`src/rtl/ps2_tx_pkg.sv`:
```
// Shared types and helpers for the PS/2 device-side keyboard transmitter.
package ps2_tx_pkg;

    typedef enum logic [1:0] {
        IDLE    = 2'd0,
        GAP     = 2'd1,
        XFER    = 2'd2,
        INHIBIT = 2'd3
    } state_t;

    // start + 8 data + parity + stop
    localparam int FRAME_BITS = 11;

    // Cycles at the start of every released half-period during which the
    // sensed clock is not trusted (two-flop synchroniser plus line rise).
    localparam int SETTLE = 4;

    // Number of bytes still to send in the current sequence (1..8).
    typedef logic [3:0] nbytes_t;

    // Odd parity bit: 1 when the byte holds an even number of ones.
    function automatic logic odd_parity(input logic [7:0] data);
        return ~(^data);
    endfunction

    // Index of the highest non-zero byte plus one, never less than one.
    function automatic nbytes_t byte_count(input logic [63:0] word);
        nbytes_t n;
        n = 4'd1;
        for (int i = 1; i < 8; i++) begin
            if (word[8*i +: 8] != 8'h00) begin
                n = nbytes_t'(i + 1);
            end
        end
        return n;
    endfunction

endpackage

```
`src/rtl/ps2_tx_halftick.sv`:
```
// Half-period divider for the PS/2 transmitter: counts HALF cycles and
// pulses tick on the last one. restart zeroes the count so the following
// cycle is the first of a fresh half-period.
module ps2_tx_halftick #(
    parameter int HALF = 960,
    localparam int CNT_W = (HALF > 1) ? $clog2(HALF) : 1
) (
    input  logic             clk_sys,
    input  logic             reset_n,
    input  logic             restart,
    output logic             tick,
    output logic [CNT_W-1:0] count
);

    localparam logic [CNT_W-1:0] LAST = CNT_W'(HALF - 1);

    logic [CNT_W-1:0] cnt;

    // Free-running modulo-HALF counter with synchronous restart.
    always_ff @(posedge clk_sys or negedge reset_n) begin
        if (!reset_n) begin
            cnt <= '0;
        end else if (restart || cnt == LAST) begin
            cnt <= '0;
        end else begin
            cnt <= cnt + 1'b1;
        end
    end

    assign tick  = (cnt == LAST);
    assign count = cnt;

endmodule

```
`src/rtl/ps2_key_tx.sv`:
```
// PS/2 device-side keyboard transmitter. Watches the toggle bit of the
// 65-bit scancode word and replays its bytes (most significant non-zero
// byte first) as 11-bit PS/2 device frames on open-drain clock/data lines.
// One pending event is buffered; further events while it is full are
// dropped with an overflow pulse.
// Build option: define PS2_TX_INHIBIT_EN to honour host clock inhibit
// (abort the current byte, wait for the host to release, resend it).
module ps2_key_tx
    import ps2_tx_pkg::*;
#(
    parameter int CLK_HZ     = 24_000_000,
    parameter int PS2_HZ     = 12_500,
    parameter int GAP_HALVES = 4
) (
    input  logic        clk_sys,
    input  logic        reset_n,
    input  logic [64:0] ps2_key,
    input  logic        ps2_clk_in,
    input  logic        ps2_dat_in,
    output logic        ps2_clk_oe,
    output logic        ps2_dat_oe,
    output logic        busy,
    output logic        overflow
);

    localparam int HALF  = CLK_HZ / (2 * PS2_HZ);
    localparam int CNT_W = (HALF > 1) ? $clog2(HALF) : 1;

    localparam logic [7:0] GAP_LAST = 8'(GAP_HALVES - 1);
    localparam logic [3:0] LAST_BIT = 4'(FRAME_BITS - 1);

    // event detect
    logic        tog_p0;
    logic        tog_p1;
    logic        vld_p0;
    logic        vld_p1;
    logic [63:0] word_p0;
    logic        evt;

    // pending slot
    logic        slot_full;
    logic [63:0] slot_word;

    // transmit state
    state_t      state;
    state_t      state_nxt;
    logic [63:0] word_q;
    nbytes_t     n_q;
    logic [7:0]  gap_cnt;
    logic [3:0]  bit_cnt;
    logic        phase;
    logic        load;
    logic        restart;
    logic        byte_done;
    logic        tick;
    logic [CNT_W-1:0] half_cnt;

    logic [2:0]  byte_idx;
    logic [7:0]  cur_byte;
    logic        frame_bit;

    ps2_tx_halftick #(
        .HALF(HALF)
    ) u_halftick (
        .clk_sys(clk_sys),
        .reset_n(reset_n),
        .restart(restart),
        .tick(tick),
        .count(half_cnt)
    );

`ifdef PS2_TX_INHIBIT_EN
    logic clk_s_p0;
    logic clk_s_p1;
    logic dat_s_p0;
    logic dat_s_p1;
    logic host_inhibit;
    logic unused_dat;

    // Two-flop synchronisers for the sensed lines; idle lines read high.
    always_ff @(posedge clk_sys or negedge reset_n) begin
        if (!reset_n) begin
            clk_s_p0 <= 1'b1;
            clk_s_p1 <= 1'b1;
            dat_s_p0 <= 1'b1;
            dat_s_p1 <= 1'b1;
        end else begin
            clk_s_p0 <= ps2_clk_in;
            clk_s_p1 <= clk_s_p0;
            dat_s_p0 <= ps2_dat_in;
            dat_s_p1 <= dat_s_p0;
        end
    end

    // Host holds the clock low while we have it released; the first cycles
    // of each half are blanked so our own just-released low is not mistaken.
    assign host_inhibit = !clk_s_p1 && !ps2_clk_oe && (half_cnt >= CNT_W'(SETTLE));
    assign unused_dat   = dat_s_p1;
`else
    logic unused_in;
    assign unused_in = ^{ps2_clk_in, ps2_dat_in, half_cnt};
`endif

    // Sample the toggle bit and word; the valid pair suppresses a false
    // event from the first sample after reset.
    always_ff @(posedge clk_sys or negedge reset_n) begin
        if (!reset_n) begin
            tog_p0 <= 1'b0;
            tog_p1 <= 1'b0;
            vld_p0 <= 1'b0;
            vld_p1 <= 1'b0;
        end else begin
            tog_p0 <= ps2_key[64];
            tog_p1 <= tog_p0;
            vld_p0 <= 1'b1;
            vld_p1 <= vld_p0;
        end
    end

    // Word sample travelling alongside the toggle sample.
    always_ff @(posedge clk_sys) begin
        word_p0 <= ps2_key[63:0];
    end

    assign evt = vld_p1 && (tog_p0 != tog_p1);

    // Slot occupancy and drop detection; a load in the same cycle frees
    // the slot for the incoming event.
    always_ff @(posedge clk_sys or negedge reset_n) begin
        if (!reset_n) begin
            slot_full <= 1'b0;
            overflow  <= 1'b0;
        end else begin
            overflow <= evt && slot_full && !load;
            if (evt && (!slot_full || load)) begin
                slot_full <= 1'b1;
            end else if (load) begin
                slot_full <= 1'b0;
            end
        end
    end

    // Slot and shifter word contents.
    always_ff @(posedge clk_sys) begin
        if (evt && (!slot_full || load)) begin
            slot_word <= word_p0;
        end
        if (load) begin
            word_q <= slot_word;
        end
    end

    // FSM state register.
    always_ff @(posedge clk_sys or negedge reset_n) begin
        if (!reset_n) begin
            state <= IDLE;
        end else begin
            state <= state_nxt;
        end
    end

    // Next-state and control strobes.
    always_comb begin
        state_nxt = state;
        load      = 1'b0;
        restart   = 1'b0;
        byte_done = 1'b0;
        case (state)
            IDLE: begin
                if (slot_full) begin
                    load      = 1'b1;
                    restart   = 1'b1;
                    state_nxt = GAP;
                end
            end
            GAP: begin
                if (tick && gap_cnt == GAP_LAST) begin
                    restart   = 1'b1;
                    state_nxt = XFER;
                end
            end
            XFER: begin
                if (tick && phase && bit_cnt == LAST_BIT) begin
                    restart   = 1'b1;
                    byte_done = 1'b1;
                    state_nxt = (n_q == 4'd1) ? IDLE : GAP;
                end
            end
`ifdef PS2_TX_INHIBIT_EN
            INHIBIT: begin
                if (!clk_s_p1) begin
                    restart = 1'b1;
                end else if (tick) begin
                    restart   = 1'b1;
                    state_nxt = GAP;
                end
            end
`endif
            default: begin
                state_nxt = IDLE;
            end
        endcase
`ifdef PS2_TX_INHIBIT_EN
        if ((state == GAP || state == XFER) && host_inhibit) begin
            restart   = 1'b1;
            byte_done = 1'b0;
            state_nxt = INHIBIT;
        end
`endif
    end

    // Byte count, gap half counter and bit/phase position; every state
    // entry restarts the position so a resent byte begins at its start bit.
    always_ff @(posedge clk_sys or negedge reset_n) begin
        if (!reset_n) begin
            n_q     <= '0;
            gap_cnt <= '0;
            bit_cnt <= '0;
            phase   <= 1'b0;
        end else begin
            if (load) begin
                n_q <= byte_count(slot_word);
            end else if (byte_done) begin
                n_q <= n_q - 4'd1;
            end
            if (restart) begin
                gap_cnt <= '0;
                bit_cnt <= '0;
                phase   <= 1'b0;
            end else if (tick) begin
                if (state == GAP) begin
                    gap_cnt <= gap_cnt + 8'd1;
                end
                if (state == XFER) begin
                    phase <= ~phase;
                    if (phase) begin
                        bit_cnt <= bit_cnt + 4'd1;
                    end
                end
            end
        end
    end

    assign byte_idx = 3'(n_q - 4'd1);
    assign cur_byte = word_q[{byte_idx, 3'b000} +: 8];

    // Frame bit for the current bit position.
    always_comb begin
        frame_bit = 1'b1;
        if (bit_cnt == 4'd0) begin
            frame_bit = 1'b0;
        end else if (bit_cnt <= 4'd8) begin
            frame_bit = cur_byte[3'(bit_cnt - 4'd1)];
        end else if (bit_cnt == 4'd9) begin
            frame_bit = odd_parity(cur_byte);
        end
    end

    // Decoded from reset-cleared registers, so reset releases the lines at once.
    assign ps2_clk_oe = (state == XFER) && phase;
    assign ps2_dat_oe = (state == XFER) && !frame_bit;
    assign busy       = (state != IDLE) || slot_full;

endmodule

```
`config.mk`:
```
export PLATFORM = sky130hd
export DESIGN_NAME = ps2_key_tx
export DESIGN_NICKNAME = d
export VERILOG_FILES = /design/src/rtl/ps2_tx_pkg.sv /design/src/rtl/ps2_tx_halftick.sv /design/src/rtl/ps2_key_tx.sv
export SDC_FILE = /design/constraint.sdc
export NUM_CORES = 1
export LEC_CHECK = 0
export ABC_AREA = 1
export ABC_CLOCK_PERIOD_IN_PS = 15000
export CAP_MARGIN = 10
export CORE_MARGIN = 3
export CORE_UTILIZATION = 60
export DETAILED_ROUTE_END_ITERATION = 10
export PLACE_DENSITY = 0.84
export REMOVE_ABC_BUFFERS = 1
export SYNTH_ARGS = -nofsm -noshare
export SYNTH_HDL_FRONTEND = slang
export SYNTH_SLANG_ARGS = --single-unit
```
`constraint.sdc`:
```
create_clock -name clk_sys -period 15 [get_ports clk_sys]
set_clock_uncertainty 0.15 [all_clocks]
set_input_delay 1.5 -clock clk_sys [delete_from_list [all_inputs] [get_ports clk_sys]]
set_output_delay 1.5 -clock clk_sys [all_outputs]
set_load 0.01 [all_outputs]
```
* Word level (Yosys, flattened, before mapping)
Cells that the tools add are included.
** Operators by class
- Equal/unequal tests :: 11
- Multiplexer cells :: 38
- Order comparisons :: 2
- Bitwise operators :: 2
- Reduce and logical (&&, ||, !) cells :: 36
- Add/subtract/negate cells :: 5
- Shifts and indexed selects :: 1
** Operator list (count)
- indexed part select 64 x 7 -> 8 bit :: 1
- nonzero test 8 bit :: 7
- two-way mux 4 bit :: 12
- two-way mux 8 bit :: 3
- two-way mux 1 bit :: 15
- nonzero test 2 bit :: 7
- adder 10 x 1 -> 10 bit (second input constant) :: 1
- == test 10 bit (second input constant) :: 1
- two-way mux 10 bit :: 1
- logical AND 1 bit :: 9
- adder 8 x 1 -> 8 bit (second input constant) :: 1
- == test 4 bit (second input constant) :: 2
- == test 8 x 2 -> 1 bit (second input constant) :: 1
- two-way mux 2 bit :: 4
- XOR reduction 8 bit :: 1
- inequality test 2 bit (second input constant) :: 3
- case mux 2 bit (3 select lines) :: 1
- AND reduction 3 bit :: 2
- adder 4 x 1 -> 4 bit (second input constant) :: 1
- == test 4 x 1 -> 1 bit (second input constant) :: 1
- less-or-equal comparator 4 bit (second input constant) :: 1
- zero test 4 bit :: 1
- < comparator 3 x 4 -> 1 bit (second input constant) :: 1
- AND reduction 2 bit :: 2
- 11 further kinds :: 16
** Word-level totals
- Word-level logic and storage cells :: 110
- Output and inout port bits :: 4
- Register bits after elaboration :: 227

* Logic depth before layout (Yosys ltp)
- Word-level depth :: 9
- Depth in mapped cells :: 18
- Gate-level depth less buffers :: 15

* Hierarchy
From an unflattened synthesis, not the netlist that was laid out.
** Second synthesis, totals
- Cells, all modules :: 735
- Area total of the unflattened synthesis :: 8370.5 um^2
** By module, submodules not included
- ps2_key_tx :: times used 1, cells each 668, area each 7837.5 um^2, sequential area each 5750.5 um^2
- ps2_tx_halftick :: times used 1, cells each 67, area each 533.0 um^2, sequential area each 250.2 um^2

* Least setup slack after synthesis
No wires, ideal clock.
- Path type :: reg-to-reg
- Start point :: register state[1]
- End point :: register gap_cnt[4]
- Arrival time :: 4.594 ns
- Required time :: 14.727 ns
- Setup time :: 0.123 ns
- Path buffers :: 1
- Cell stages (with the launch flop) :: 12
- Period minus slack after synthesis :: 4.867 ns
- Setup slack :: 10.133 ns
- Cells stage by stage :: dfrtp_1 > nor2_1 > inv_1 > nor2_1 > inv_1 > nand3_2 > inv_2 > nand2_8 > o21ai_2 > buf_6 > nand2_1 > o21ai_2
** Between the ends
- Cells in the longest elaborated chain, start to end :: 4
** Ends and longest elaborated chain
- start: declaration :: RTL line ps2_key_tx.sv:45 : state_t state;
- start signal: assignment :: RTL line ps2_key_tx.sv:158 : state <= state_nxt;
- == test 2 bit (tied with other cells) :: RTL line ps2_key_tx.sv:168 : case (state)
- case mux 1 bit (3 select lines) :: RTL line ps2_key_tx.sv:168
- nonzero test 2 bit (no source line)
- AND reduction 2 bit (no source line)
- end signal: assignment :: RTL line ps2_key_tx.sv:232 : gap_cnt <= gap_cnt + 8'd1;
- end: declaration :: RTL line ps2_key_tx.sv:49 : logic [7:0] gap_cnt;
Parallel ways exist; a longest one is shown, timed or not.
A chain may end at the register's enable or synchronous reset.

* Worst setup path in the final report
- Start point :: register n_q[0]
- End point :: output port ps2_dat_oe
** Between the ends
- Cells in the longest elaborated chain, start to end :: 9
** Ends and longest elaborated chain
- start: declaration :: RTL line ps2_key_tx.sv:48 : nbytes_t n_q;
- start signal: assignment :: RTL line ps2_key_tx.sv:222 : n_q <= byte_count(slot_word);
- start signal: assignment :: RTL line ps2_key_tx.sv:224 : n_q <= n_q - 4'd1;
- subtractor 4 x 1 -> 4 bit (*) :: RTL line ps2_key_tx.sv:244 : assign byte_idx = 3'(n_q - 4'd1);
- indexed part select 64 x 7 -> 8 bit (*) :: RTL line ps2_key_tx.sv:245 : assign cur_byte = word_q[{byte_idx, 3'b000} +: 8];
- branches (longest 3 deep; another with binary-select mux 1 bit (select 3 bit))
- two-way mux 1 bit (*) :: RTL line ps2_key_tx.sv:252 : end else if (bit_cnt <= 4'd8) begin
- two-way mux 1 bit (*) :: RTL line ps2_key_tx.sv:250 : if (bit_cnt == 4'd0) begin
- zero test 1 bit (*) :: RTL line ps2_key_tx.sv:261 : assign ps2_dat_oe = (state == XFER) && !frame_bit;
- logical AND 1 bit (*) :: RTL line ps2_key_tx.sv:261
- end: declaration :: RTL line ps2_key_tx.sv:21 : output logic ps2_dat_oe,
Every way passes the cells marked *. The select of a mux whose other input is x is not followed.

==> flow_summary.json <==
{
  "status": "completed",
  "ys.flop_type": "edfxtp_1",
  "period_needed_ns": 5.957,
  "rows": 42,
  "nets": 892,
  "clk_latency_ns": 0.48,
  "grt_pass1_wl_um": 23340,
  "crit_fanout": 34,
  "antenna_found_initial": 0,
  "layout-drive-gt1-share_pct": 7.255,
  "antennaDiodeCount": 0,
  "via_count": 5169,
  "final-hold-violation-count": 0,
  "dieArea_um2": 15360,
  "viasPerCell": 5.154,
  "muxShareOfSynthArea_pct": 0,
  "synth.distinct_cells": 41,
  "synth_area_um2": 8343,
  "dpl.hpwl_um": 9804,
  "slowest_delay_ns": 0.63,
  "critPathCaptureType": "output port",
  "ys_seq_area_share_pct": 71.93,
  "max_freq_mhz": 167.9,
  "r2r_cells": 12,
  "crit_type": "reg -> out",
  "yosys_warnings": 0,
  "startpoint_type": "register",
  "hp-class": "reg -> reg",
  "synth-edff-count": 128,
  "tritoncts": "yes",
  "ys_top_cells_by_count": "nand2_1 (216), edfxtp_1 (128), inv_1 (73), dfxtp_1 (64), nor2_1 (60)",
  "cp_slowest_cell": "ha_1",
  "grt_max_degree": 69,
  "synth_compound_area_share_pct": 2.160,
  "synthArstFlopShare_pct": 15.42,
  "cts_buffer_depth": 3,
  "grt_use_total_pct": 19.44,
  "postCtsHoldBufs": 0,
  "grt_util_met3_pct": 3.724,
  "hold_depth": 0,
  "postSynthAreaPerCell_um2": 11.41,
  "r2r-start": "state[1]",
  "core_area_um2": 13400,
  "dpl_worst_slack_ns": 9.588,
  "vdd_drop_max_v": 0.0001354,
  "drt-wirelength-per-cell_um": 14.59,
  "areaGrowthSynthToFinish_pct": 18.87,
  "hold_end": "vld_p1",
  "ys_ff_latch": 227,
  "start_util_pct": 62.26,
  "die_h_um": 123.9,
  "clock-sinks": 227,
  "fin_crit_sh_pct": 39.72,
  "drv_cap": 0,
  "h-tree-depth": 1,
  "p_per_area_nw_per_um2": 193.0,
  "nFillCells": 897,
  "synthCells": 731,
  "cts_setup_buffers": 0,
  "gr-total-overflow": 0,
  "netlist_top_cells_area": "edfxtp_1 (46%), dfxtp_1 (15%), dfrtp_1 (10%)",
  "ff2ff_setup_slack_ns": 11.94,
  "tightest_slew_ns": 0.8339,
  "leakagePower_nw": 4.116,
  "synth_xor_area_share_pct": 1.455,
  "cts_buffers": 21,
  "tns_ns": 0,
  "synthAdderAreaFrac_pct": 1.200,
  "globalRouteMet2Util_pct": 34.20,
  "hp-start": "vld_p0",
  "die_w_um": 123.9,
  "power.total_mw": 1.914,
  "synth-simple-area-share_pct": 18.51,
  "setup_slack_ns": 9.043,
  "grt_pass1_vias": 5101,
  "yosysMostFrequentCell": "nand2_1",
  "synth_top_area_share_pct": 46.07,
  "top_usage_layer": "met2",
  "rsz0062_at_grt": "no",
  "routabilityCongestion": 0.7918,
  "slew_viol_final": 0,
  "clk_pin_slew_worst_paths_ns": 0.06,
  "post-route-drc-count": 0,
  "setup_viol": 0,
  "fin_area_um2": 9917,
  "synth_top_family_by_area": "simple AND/OR/NAND/NOR gates",
  "place_area_um2": 9216,
  "r2r_end": "gap_cnt[5]",
  "wl_um": 14630,
  "io_buffers": 70,
  "relSlewSlack_pct": 44.41,
  "cts_root_buffer": "clkbuf_16",
  "first_pass_iters": 5,
  "cts.repair.resized": 0,
  "detail-route-antenna-nets": 0,
  "grtUsageMet1_pct": 24.11,
  "crit_required_ns": 13.35,
  "path_cells": "inv_2 > ha_1 > clkinv_1 > nand3_1 > nand2_1 > o21ai_0 > nand2_1 > nand3_1 > nand3b_1 > nand3_1 > nand2_1 > a21oi_1 > clkdlybuf4s50_1",
  "drtIter0Drc": 335,
  "synth_top_area_cell": "edfxtp_1",
  "cp.arrival_ns": 4.31,
  "io_pins": 73
}
-- critical path: cells and delay by family, from the launching register on --
family / cells / cell delay [ns]
AOI/OAI and AO/OA: 2 / 0.50
adders and majority gates: 1 / 0.63
buffers and inverters: 3 / 1.59
DFF: 1 / 0.39
and+or+nand+nor: 7 / 0.73
-- power breakdown --
part / total, mW / switching (mW) / internal [mW]
combinational: 0.587 / 0.403 / 0.184
clock: 0.529 / 0.206 / 0.323
sequential: 0.798 / 0.0365 / 0.761
-- worst max-delay path by stage --
stage,startpoint,to,slack [ns],cells after the start
global route,n_q[0],ps2_dat_oe,8.69,13
global placement,n_q[0],ps2_dat_oe,9.59,13
detailed placement,n_q[0],ps2_dat_oe,9.59,13
floorplan,state[1],gap_cnt[5],9.97,10
CTS,n_q[0],ps2_dat_oe,9.08,13
finish,n_q[0],ps2_dat_oe,9.04,13
-- layout by cell type, fill, tap and decap left out, drive strengths merged, types with 2 or more instances in the layout --
master,instances
nand2,220
edfxtp,128
inv,78
clkdlybuf4s50,70
dfxtp,64
nor2,62
nand3,48
dfrtp,35
clkbuf,27
o21ai,17
nor3,14
xor2,9
ha,8
nand4,7
a21oi,7
buf,5
xnor2,4
nor4,3
bufinv,3
clkinv,3
nor3b,2
nand3b,2
or4,2
clkinvlp,2
-- cells by family (layout without fill, tap and decap cells) --
group | after synthesis | in the layout
AOI/OAI and AO/OA | 29 | 29
xor gates and xnor gates | 13 | 13
DFF | 227 | 227
buffers and inverters | 92 | 188
adders and majority gates | 8 | 8
and+or+nand+nor | 361 | 361
other | 1 | 1
-- area by class of cell --
cell class	instances	area (µm²)	share of cell area (%)
sequential	227	6001	60.51
tap	176	220.2	2.221
clock inverter	8	122.6	1.236
timing repair buffer	75	738.2	7.444
multi-input combinational	412	1964	19.81
inverter	78	292.8	2.952
clock buffer	27	578.1	5.829
-- flip-flops by register name (all words and copies together), names as in the netlist --
register and count:
state 2, phase 1, gap_cnt 8, u_halftick.count 10
tog_p0 1, tog_p1 1, word_p0 64, slot_word 64
n_q 4, vld_p0 1, vld_p1 1, slot_full 1
word_q 64, bit_cnt 4, overflow 1
-- layer usage --
layer / share of wire (%) / wire [µm] / vias up
met4: 3.2 / 467 / 0
met5: 0 / 0 / -
met3: 7.1 / 1037 / 33
met1: 40 / 5834 / 2397
li1: - / - / 2547
met2: 50 / 7292 / 192
-- metrics by stage --
| stage | hold WS, ns | utilization [%] | std cells |
|---|---|---|---|
| after floorplan | 0.1812 | - | 717 |
| after global placement | 0.1844 | 68.78 | 968 |
| after detailed placement | 0.1871 | 68.78 | 968 |
| after CTS | 0.2007 | 74.01 | 1003 |
| after global routing | 0.2178 | 74.01 | 1003 |
| final | 0.1981 | 74.01 | 1003 |
Note: power is estimated with default switching activity, not from simulation.
